## src/rtl/mips32_pkg.sv

```systemverilog
// Shared types and constants for the MIPS32 boot loader.
// Optional feature macro: MIPS32_LOADER_CHECKSUM_EN (see mips32_prog_loader).
package mips32_pkg;

    localparam int         WORD_W        = 32;
    localparam logic [7:0] SYNC_BYTE_DEF = 8'hA5;

    typedef enum logic [2:0] {
        ST_IDLE,
        ST_HDR_ADDR,
        ST_HDR_CNT,
        ST_DATA,
        ST_CHK,
        ST_DONE,
        ST_ERR
    } ld_state_e;

    function automatic logic [32:0] mem_depth(input int addr_w);
        mem_depth = 33'd1 << addr_w;
    endfunction

endpackage

```

## src/rtl/mips32_byte_assembler.sv

```systemverilog
// MSB-first byte-to-word assembler shared by header, data and checksum.
// word is valid together with word_done (includes the current byte).
module mips32_byte_assembler
    import mips32_pkg::*;
(
    input  logic              clk,
    input  logic              rst_n,
    input  logic              clr,
    input  logic              in_fire,
    input  logic [7:0]        in_data,
    output logic              word_done,
    output logic [WORD_W-1:0] word
);

    logic [23:0] shift_q, shift_d;
    logic [1:0]  idx_q, idx_d;

    // Shift in accepted bytes and track position within the word.
    always_comb begin
        shift_d   = shift_q;
        idx_d     = idx_q;
        word      = {shift_q, in_data};
        word_done = in_fire && (idx_q == 2'd3);
        if (clr) begin
            shift_d = '0;
            idx_d   = '0;
        end else if (in_fire) begin
            shift_d = {shift_q[15:0], in_data};
            idx_d   = idx_q + 2'd1;
        end
    end

    // Assembler state register.
    always_ff @(posedge clk or negedge rst_n) begin
        if (!rst_n) begin
            shift_q <= '0;
            idx_q   <= '0;
        end else begin
            shift_q <= shift_d;
            idx_q   <= idx_d;
        end
    end

endmodule

```

## src/rtl/mips32_prog_loader.sv

```systemverilog
// Boot loader: byte stream -> big-endian words -> core memory, then release.
// Define MIPS32_LOADER_CHECKSUM_EN to require a 32-bit sum trailer.
module mips32_prog_loader
    import mips32_pkg::*;
#(
    parameter int         ADDR_W    = 10,
    parameter logic [7:0] SYNC_BYTE = SYNC_BYTE_DEF
) (
    input  logic              clk1,
    input  logic              rst_n,
    input  logic              in_valid,
    input  logic [7:0]        in_data,
    output logic              in_ready,
    input  logic              restart,
    output logic              mem_we,
    output logic [ADDR_W-1:0] mem_addr,
    output logic [31:0]       mem_wdata,
    output logic              cpu_run,
    output logic [31:0]       pc_init,
    output logic              busy,
    output logic              err
);

    localparam logic [32:0] DEPTH = mem_depth(ADDR_W);
`ifdef MIPS32_LOADER_CHECKSUM_EN
    localparam ld_state_e AFTER_DATA = ST_CHK;
`else
    localparam ld_state_e AFTER_DATA = ST_DONE;
`endif

    ld_state_e         state_q, state_d;
    logic [31:0]       addr_q, addr_d;
    logic [31:0]       cnt_q, cnt_d;
    logic [31:0]       n_q, n_d;
    logic              mem_we_q, mem_we_d;
    logic [ADDR_W-1:0] mem_addr_q, mem_addr_d;
    logic [31:0]       mem_wdata_q, mem_wdata_d;
`ifdef MIPS32_LOADER_CHECKSUM_EN
    logic [31:0]       sum_q, sum_d;
`endif

    logic              fire;
    logic              asm_clr;
    logic              word_done;
    logic [WORD_W-1:0] word;
    logic [32:0]       end_addr;
    logic              hdr_bad;

    assign in_ready  = (state_q != ST_DONE) && (state_q != ST_ERR);
    assign fire      = in_valid && in_ready;
    assign busy      = (state_q != ST_IDLE) && in_ready;
    assign err       = (state_q == ST_ERR);
    assign cpu_run   = (state_q == ST_DONE) && !mem_we_q;
    assign pc_init   = cpu_run ? addr_q : '0;
    assign mem_we    = mem_we_q;
    assign mem_addr  = mem_addr_q;
    assign mem_wdata = mem_wdata_q;

    assign end_addr = {1'b0, addr_q} + {1'b0, word};
    assign hdr_bad  = ({1'b0, addr_q} >= DEPTH) || (end_addr > DEPTH);

    mips32_byte_assembler u_asm (
        .clk       (clk1),
        .rst_n     (rst_n),
        .clr       (asm_clr),
        .in_fire   (fire),
        .in_data   (in_data),
        .word_done (word_done),
        .word      (word)
    );

    // Frame sequencing, header range check and write generation.
    always_comb begin
        state_d     = state_q;
        addr_d      = addr_q;
        cnt_d       = cnt_q;
        n_d         = n_q;
        mem_we_d    = 1'b0;
        mem_addr_d  = mem_addr_q;
        mem_wdata_d = mem_wdata_q;
        asm_clr     = 1'b0;
`ifdef MIPS32_LOADER_CHECKSUM_EN
        sum_d       = sum_q;
`endif
        case (state_q)
            ST_IDLE: begin
                asm_clr = 1'b1;
                if (fire && in_data == SYNC_BYTE) begin
                    state_d = ST_HDR_ADDR;
                    n_d     = '0;
`ifdef MIPS32_LOADER_CHECKSUM_EN
                    sum_d   = '0;
`endif
                end
            end
            ST_HDR_ADDR: begin
                if (word_done) begin
                    addr_d  = word;
                    state_d = ST_HDR_CNT;
                end
            end
            ST_HDR_CNT: begin
                if (word_done) begin
                    cnt_d = word;
                    if (hdr_bad)
                        state_d = ST_ERR;
                    else if (word == '0)
                        state_d = AFTER_DATA;
                    else
                        state_d = ST_DATA;
                end
            end
            ST_DATA: begin
                if (word_done) begin
                    mem_we_d    = 1'b1;
                    mem_addr_d  = ADDR_W'(addr_q + n_q);
                    mem_wdata_d = word;
                    n_d         = n_q + 32'd1;
`ifdef MIPS32_LOADER_CHECKSUM_EN
                    sum_d       = sum_q + word;
`endif
                    if (n_q + 32'd1 == cnt_q)
                        state_d = AFTER_DATA;
                end
            end
`ifdef MIPS32_LOADER_CHECKSUM_EN
            ST_CHK: begin
                if (word_done)
                    state_d = (word == sum_q) ? ST_DONE : ST_ERR;
            end
`endif
            ST_DONE, ST_ERR: begin
                if (restart)
                    state_d = ST_IDLE;
            end
            default: state_d = ST_IDLE;
        endcase
    end

    // Loader state register.
    always_ff @(posedge clk1 or negedge rst_n) begin
        if (!rst_n) begin
            state_q     <= ST_IDLE;
            addr_q      <= '0;
            cnt_q       <= '0;
            n_q         <= '0;
            mem_we_q    <= 1'b0;
            mem_addr_q  <= '0;
            mem_wdata_q <= '0;
`ifdef MIPS32_LOADER_CHECKSUM_EN
            sum_q       <= '0;
`endif
        end else begin
            state_q     <= state_d;
            addr_q      <= addr_d;
            cnt_q       <= cnt_d;
            n_q         <= n_d;
            mem_we_q    <= mem_we_d;
            mem_addr_q  <= mem_addr_d;
            mem_wdata_q <= mem_wdata_d;
`ifdef MIPS32_LOADER_CHECKSUM_EN
            sum_q       <= sum_d;
`endif
        end
    end

endmodule
```

## config.mk

```make
export PLATFORM = sky130hd
export DESIGN_NAME = mips32_prog_loader
export DESIGN_NICKNAME = d
export VERILOG_FILES = /design/src/rtl/mips32_pkg.sv /design/src/rtl/mips32_byte_assembler.sv /design/src/rtl/mips32_prog_loader.sv
export SDC_FILE = /design/constraint.sdc
export NUM_CORES = 1
export LEC_CHECK = 0
export CAP_MARGIN = 20
export CORE_MARGIN = 2
export CORE_UTILIZATION = 25
export CTS_CLUSTER_DIAMETER = 40
export CTS_CLUSTER_SIZE = 24
export DETAILED_ROUTE_END_ITERATION = 8
export PLACE_DENSITY = 0.51
export REMOVE_ABC_BUFFERS = 1
export SLEW_MARGIN = 15
export SYNTH_ARGS = -nofsm -noshare
export SYNTH_HDL_FRONTEND = slang
export SYNTH_SLANG_ARGS = --single-unit
```

## constraint.sdc

```tcl
create_clock -name clk1 -period 5.9 [get_ports clk1]
set_clock_uncertainty 0.15 [all_clocks]
set_input_delay 1.18 -clock clk1 [delete_from_list [all_inputs] [get_ports clk1]]
set_output_delay 1.18 -clock clk1 [all_outputs]
set_load 0.005 [all_outputs]
```

==> key figures, run 1 <==
Routing
  – Avg WL per Cell: 18.3 um
  – 1st-iter DRT viols: 642
  – Antenna Nets Post-Route: 0
  – Drt first pass iters: 5
  – DRC violations left: 0
  – Via count: 8734
  – Post-Route WL: 31.9 mm
  – Vias per cell: 5.01

Pwr
  – Maximum vdd drop: 0.000224 V
  – Power Dens Cells: 344 mW/mm^2
  – Static Leak: 5.60 nW

STA
  – Setup violations, final: 0
  – RSZ-0062 raised after global routing: no
  – Period utilization: 79.6%
  – Worst Tran Pin Value: 1.06 ns
  – TNS Setup: 0 ns
  – Relative slew slack: 29.6%
  – Min cycle time layout: 4.70 ns
  – Worst hold slack: 0.322 ns
  – Slew Limit Fails: 0
  – Max Freq: 0.213 GHz
  – Final Hold Viols: 0

Synth
  – Syn_area_per_cell: 9.24 sq um
  – Share of the yosys chip area belonging to registers: 40.1%
  – Mapped cell area: 0.0105 sq mm
  – Yosys top cell area share: 40.1%
  – Commonest cells in the netlist: dfrtp_1, nand2_1, o21ai_0, mux2_2, nor2_1
  – Cell variety after synth: 71
  – Register bit total from synthesis: 168
  – Yosys Warn Count: 0
  – EDFF count, synth: 0
  – Primary FF master, synth: dfrtp_1
  – Post-synth ARST share: 100%
  – Ranking of synthesized cells by area: dfrtp_1, mux2_2, nand2_1
  – Yosys top cell by area: dfrtp_1
  – Synth Instances: 1136

Global routing
  – Grt met2 use: 24.4%
  – Grt met1 use: 19.2%
  – Congestion Overflow GR: 0
  – Largest net degree at the start of global routing: 98
  – GRT Resource Usage Total: 14.6%
  – First-pass GRT wire length: 50.1 mm
  – Vias in the first global route: 8652
  – Gr busiest metal: met2
  – Initial antenna violation count: 0
  – Grt met3 use: 2.00%

Critical path
  – Max FO, Critical Path: 7
  – CP arrival: 4.94 ns
  – CP required: 6.14 ns
  – Critical Path Source Type: input port
  – R2r worst-path depth: 10
  – CP Class: input port to flop
  – Worst reg2reg setup slack: 1.63 ns
  – CP endpoint kind: flop

Floorplan
  – Die area: 0.0436 sq mm
  – Chip height: 209 um
  – Core footprint: 0.0417 sq mm
  – Starting Density: 25.2%
  – Die Wd: 209 um
  – Row count: 75
  – Io pins: 91

Clocking
  – CTS tree: done
  – Clock-pin transition on the worst setup and hold timing paths: 0.07 ns
  – CTS root buffer: clkbuf_16
  – Post-CTS setup buffer count: 0
  – TritonCTS Buffers: 17
  – Clock Latency Late Sink: 0.46 ns
  – Sink Count: 168
  – CTS Buffer Depth: 2
  – Htree depth: 4
  – CTS Hold Bufs: 0
  – Cells resized by post-CTS repair: 0

Flow run
  – Max_cap viols: 0

Finish
  – Area of the multi-input gates: 0.00593 sq mm
  – FF/Latch Area: 0.00420 sq mm
  – Area Growth Syn to Fin: 19.2%
  – # diodes: 0
  – Layout cell share with drive strength beyond 1: 11.0%
  – Filler cell count: 4446
  – Final nets: 1250

Worst hold path
  – HP Class: flop to flop
  – Worst hold path depth: 2

Placed design
  – GPL Wtd Cong: 0.875
  – Post-DP HPWL: 23.1 mm
  – PortBufs: 90

Run status
  – Outcome: finished clean
-- kinds of logic (layout without fill, tap and decap cells) --
kind of cell,Yosys count,in the layout,share of synthesized area [%]
and+or+nand+nor,413,413,19.6
AOI/OAI and AO/OA,280,280,18.0
DFF,168,168,40.1
buffers and inverters,91,161,3.61
muxes,70,70,7.45
xor gates and xnor gates,69,69,5.76
adders and majority gates,45,45,5.51
-- critical path, cell delays in order --
cell and delay (ns):
clkdlybuf4s50_1 0.55, ha_1 0.31, a211oi_1 0.46, o21ai_0 0.35, o311ai_0 0.39, nor2_1 0.09
o41ai_1 0.52, nand3_1 0.12, nor4_1 0.30, nand4_1 0.21, nor3_2 0.26, o221a_1 0.20
-- metrics by stage --
stage | utilization (%) | setup WS [ns] | total power [mW] | std cells | area [sq um]
6_report | 30.0 | 1.20 | 4.31 | 1745 | 12500
3_3_place_gp | 28.6 | 0.635 | 3.19 | 1711 | 11900
2_1_floorplan | - | 1.67 | 2.58 | 1068 | 10200
4_1_cts | 30.0 | 1.20 | 4.33 | 1743 | 12500
5_1_grt | 30.0 | 0.756 | 4.56 | 1745 | 12500
3_5_place_dp | 28.6 | 0.742 | 3.19 | 1711 | 11900
-- flip-flops by register name, summed over array words and instances, names as in the netlist --
| signal | cells |
|---|---|
| addr_q | 32 |
| cnt_q | 32 |
| mem_wdata | 32 |
| n_q | 32 |
| u_asm.shift_q | 24 |
| mem_addr | 10 |
| state_q | 3 |
| u_asm.idx_q | 2 |
| mem_we | 1 |
-- layer usage --
metal / wire length, um / share of wire, %
met3: 806 / 2.5
met2: 15400 / 48
met5: 0 / 0
met4: 853 / 2.7
met1: 14800 / 47
-- power breakdown --
part / total [mW] / switching [mW] / internal [mW]
clock: 1.12 / 0.552 / 0.570
sequential: 1.80 / 0.403 / 1.40
combinational: 1.38 / 0.710 / 0.674
-- worst paths after layout --
| path | startpoint | to |
|---|---|---|
| max | in_data[0] | state_q[0] |
| min | mem_wdata[14] | mem_wdata[14] |
| max reg2reg | u_asm.shift_q[5] | state_q[0] |
| min reg2reg | mem_wdata[14] | mem_wdata[14] |
| max in group asynchronous | rst_n | mem_wdata[24] |
| min in group asynchronous | rst_n | mem_wdata[3] |
-- final cells by class --
cell class / count / area share (%)
Clock buffer: 18 / 3.51
Multi-Input combinational cell: 877 / 47.4
Inverter: 23 / 0.690
Sequential cell: 168 / 33.6
Tap cell: 539 / 5.39
Timing Repair Buffer: 106 / 8.33
Clock inverter: 14 / 1.06
-- layout by cell type, fill, tap and decap left out, types with 7 or more instances in the layout --
| cell type | netlist | routed |
|---|---|---|
| clkdlybuf4s50_1 | 0 | 89 |
| dfrtp_1 | 168 | 168 |
| a21o_1 | 18 | 18 |
| nand4_1 | 19 | 19 |
| buf_4 | 1 | 14 |
| inv_1 | 23 | 23 |
| o21bai_1 | 7 | 7 |
| o211ai_1 | 8 | 8 |
| a31oi_1 | 10 | 10 |
| xnor2_1 | 38 | 38 |
| and3_1 | 13 | 13 |
| o31ai_1 | 14 | 14 |
| nand2_1 | 168 | 168 |
| nand2b_1 | 7 | 7 |
| nor2_1 | 53 | 53 |
| nand3_1 | 36 | 36 |
| mux2_2 | 65 | 65 |
| xor2_1 | 31 | 31 |
| nor4_1 | 26 | 26 |
| clkbuf_16 | 0 | 17 |
| a21oi_1 | 50 | 50 |
| and2_1 | 40 | 40 |
| nor3_1 | 12 | 11 |
| and4_1 | 7 | 7 |
| a211oi_1 | 12 | 12 |
| o21ai_0 | 82 | 81 |
| a22o_1 | 26 | 26 |
| ha_1 | 43 | 43 |
Power figures use the tool's default switching activity.
==> inputs of run 2 (changes only) <==
clock period = 4.9 ns   (was 5.9 ns; I/O delays follow)
==> run 2 against run 1 <==
Die area unchanged. Register-to-register slack got worse by 0.90 ns. Sequential cell count unchanged. Critical endpoint unchanged. Worst setup slack got worse by 0.78 ns.
==> key figures, run 2 (synthesis gave the netlist of run 1 again) <==
Clocking
  – CTS root buffer: clkbuf_16
  – TritonCTS Buffers: 17 (unchanged)
  – Clock Latency Late Sink: 0.45 ns (about the same)
  – Post-CTS setup buffer count: 0 (unchanged)
  – CTS tree: done
  – CTS Buffer Depth: 2 (unchanged)
  – Sink Count: 168 (unchanged)
  – Clock-pin transition on the worst setup and hold timing paths: 0.07 ns (about the same)
  – Htree depth: 4 (unchanged)
  – CTS Hold Bufs: 0 (unchanged)
  – Cells resized by post-CTS repair: 0 (unchanged)

Pwr
  – Static Leak: 5.68 nW (+1.4%)
  – Switching power: 1.92 mW (+15%)
  – Maximum vdd drop: 0.000207 V (-7.6%)
  – Switching Fraction: 36.9% (-1.7 points)
  – Int Power: 3.27 mW (+24%)
  – Power Dens Cells: 411 mW/mm^2 (+19%)
  – Combinational Power Share: 33.1% (+1.0 points)
  – Clock group share of total power: 25.9% (-0.2 points)
  – Sequential share of power: 41.0% (-0.8 points)

Critical path
  – R2r worst-path depth: 11 (+1)
  – RR Endpoint: state_q[0]
  – Max FO, Critical Path: 4 (-3)
  – CP Cell Sequence: clkdlybuf4s50_1 -> ha_1 -> fa_1 -> a21o_1 -> a221oi_4 -> o211ai_1 -> a31oi_1 -> mux2_2 -> nor4_1 -> nand4_1 -> nor3_2 -> o221a_1
  – Crit path max-delay cell type: clkdlybuf4s50_1
  – CP required: 5.13 ns (-1.01 ns)
  – Worst reg2reg setup slack: 0.73 ns (-0.90 ns)
  – CP arrival: 4.71 ns (-0.23 ns)
  – CP endpoint kind: flop
  – Worst r2r src: u_asm.shift_q[22]
  – Crit path max-delay family: compound AO/OA/AOI/OAI gates
  – Critical Path Source Type: input port
  – CP Class: input port to flop
  – Max incr delay on CP: 0.45 ns (-0.10 ns)
  – Buf+Inv Stages, Crit Path: 1 (unchanged)

Global routing
  – Grt met3 use: 2.01% (+0.015 points)
  – Grt met1 use: 19.8% (+0.59 points)
  – GRT Resource Usage Total: 15.0% (+0.39 points)
  – Gr busiest metal: met2
  – First-pass GRT wire length: 51.4 mm (+2.5%)
  – Initial antenna violation count: 0 (unchanged)
  – Largest net degree at the start of global routing: 93 (-5.1%)
  – Vias in the first global route: 8861 (+2.4%)
  – Grt met2 use: 25.2% (+0.78 points)
  – Congestion Overflow GR: 0 (unchanged)

Routing
  – Vias per cell: 5.05 (+0.81%)
  – Drt first pass iters: 7 (+2)
  – 1st-iter DRT viols: 662 (+3.1%)
  – Post-Route WL: 32.3 mm (+1.5%)
  – DRC violations left: 0 (unchanged)
  – Avg WL per Cell: 18.4 um (+0.65%)
  – Via count: 8880 (+1.7%)
  – Antenna Nets Post-Route: 0 (unchanged)

STA
  – Period utilization: 91.4%
  – Final Hold Viols: 0 (unchanged)
  – Max Freq: 0.223 GHz
  – Relative slew slack: 30.9% (+1.3 points)
  – Slew Limit Fails: 0 (unchanged)
  – RSZ-0062 raised after global routing: no
  – Min cycle time layout: 4.48 ns
  – Setup violations, final: 0 (unchanged)
  – Worst Tran Pin Value: 1.04 ns (-0.0194 ns)
  – Fin worst setup slack: 0.423 ns (-0.779 ns)

Finish
  – # diodes: 0 (unchanged)
  – Area Growth Syn to Fin: 20.3%
  – Layout cell share with drive strength beyond 1: 11.9% (+0.85 points)
  – Fin area: 0.0126 sq mm (+0.92%)
  – Most frequent cells in the layout: nand2_1, dfrtp_1, clkdlybuf4s50_1, o21ai_0, mux2_2
  – Final nets: 1266 (+1.3%)
  – Filler cell count: 4409 (-0.83%)
  – Fin cells: 1760 (+0.86%)

Floorplan
  – Starting Density: 25.2% (unchanged)
  – Core footprint: 0.0417 sq mm (unchanged)
  – Die area: 0.0436 sq mm (unchanged)
  – Die Wd: 209 um (unchanged)
  – Row count: 75 (unchanged)
  – Io pins: 91 (unchanged)
  – Chip height: 209 um (unchanged)

Worst hold path
  – Worst hold path depth: 2 (unchanged)
  – HP Class: flop to flop
  – WHS Endpoint: mem_wdata[8]
  – Hold_sp: mem_wdata[8]

Placed design
  – Post-Place Worst Slack: -0.00353 ns (-0.745 ns)
  – Post-DP HPWL: 23.6 mm (+2.5%)
  – PortBufs: 90 (unchanged)
  – GPL Wtd Cong: 0.858 (-1.9%)
  – Placed instance area: 0.0120 sq mm (+1.1%)
  – Inst Count DP: 1729 (+1.1%)

Flow run
  – Max_cap viols: 0 (unchanged)

Run status
  – Outcome: finished clean
-- run 2: cell count changes in the layout (fill, tap and decap cells not counted) --
cell        previous run  this run
bufinv_16              0         1
or3_2                  1         0
clkbuf_1               0         2
or3_1                  5         6
inv_6                  5         2
buf_8                  1         0
inv_8                  3         0
buf_4                 14        31
clkinvlp_4             1         0
clkinv_4               3         4
clkbuf_8               1         4
clkinv_8               1         0
-- run 2: layout make-up --
class | instances | area (sq um) | area share, %
flip-flops and latches | 168 | 4200 | 33.3
repair buffers | 122 | 1150 | 9.15
clock inverters | 8 | 87.6 | 0.694
inverters | 23 | 86.3 | 0.684
clock buffers | 23 | 488 | 3.87
multi-input cells | 877 | 5920 | 46.9
well taps | 539 | 674 | 5.34
-- run 2: power groups by stage --
stage          logic, mW  clock network, mW  registers, mW
6_report            1.72               1.34           2.13
5_1_grt             1.89               1.44           2.17
4_1_cts             1.73               1.38           2.12
3_5_place_dp        1.72                  0           2.15
3_3_place_gp        1.72                  0           2.14
2_1_floorplan       1.14                  0           1.96
-- run 2: metrics by stage --
| stage | utilization (%) | TNS, ns | hold WS, ns | total power, mW |
|---|---|---|---|---|
| finish | 30.3 | 0 | 0.323 | 5.18 |
| global route | 30.3 | 0 | 0.354 | 5.50 |
| CTS | 30.3 | 0 | 0.329 | 5.23 |
| floorplan | - | 0 | 0.320 | 3.10 |
| detailed placement | 28.9 | -0.00353 | 0.312 | 3.87 |
| global placement | 28.9 | 0 | 0.312 | 3.86 |
-- run 2: worst max path at each step --
| stage | startpoint | end | cells after the start |
|---|---|---|---|
| global route | in_data[0] | state_q[0] | 12 |
| detailed placement | in_data[0] | state_q[0] | 12 |
| global placement | in_data[0] | state_q[0] | 13 |
| floorplan | in_valid | addr_q[0] | 3 |
| CTS | in_data[0] | state_q[0] | 12 |
| finish | in_data[0] | state_q[0] | 12 |
-- run 2: per-layer routing --
| metal | vias to the layer above | routed length (um) |
|---|---|---|
| li1 | 4277 | - |
| met1 | 4386 | 15100 |
| met2 | 169 | 15600 |
| met3 | 48 | 747 |
| met4 | 0 | 814 |
| met5 | - | 0 |
-- run 2: tightest hold or removal path, cell delays in order (launching register included) --
cell     delay (ns)
dfrtp_1        0.34
nand2_1        0.05
nand2_1        0.05
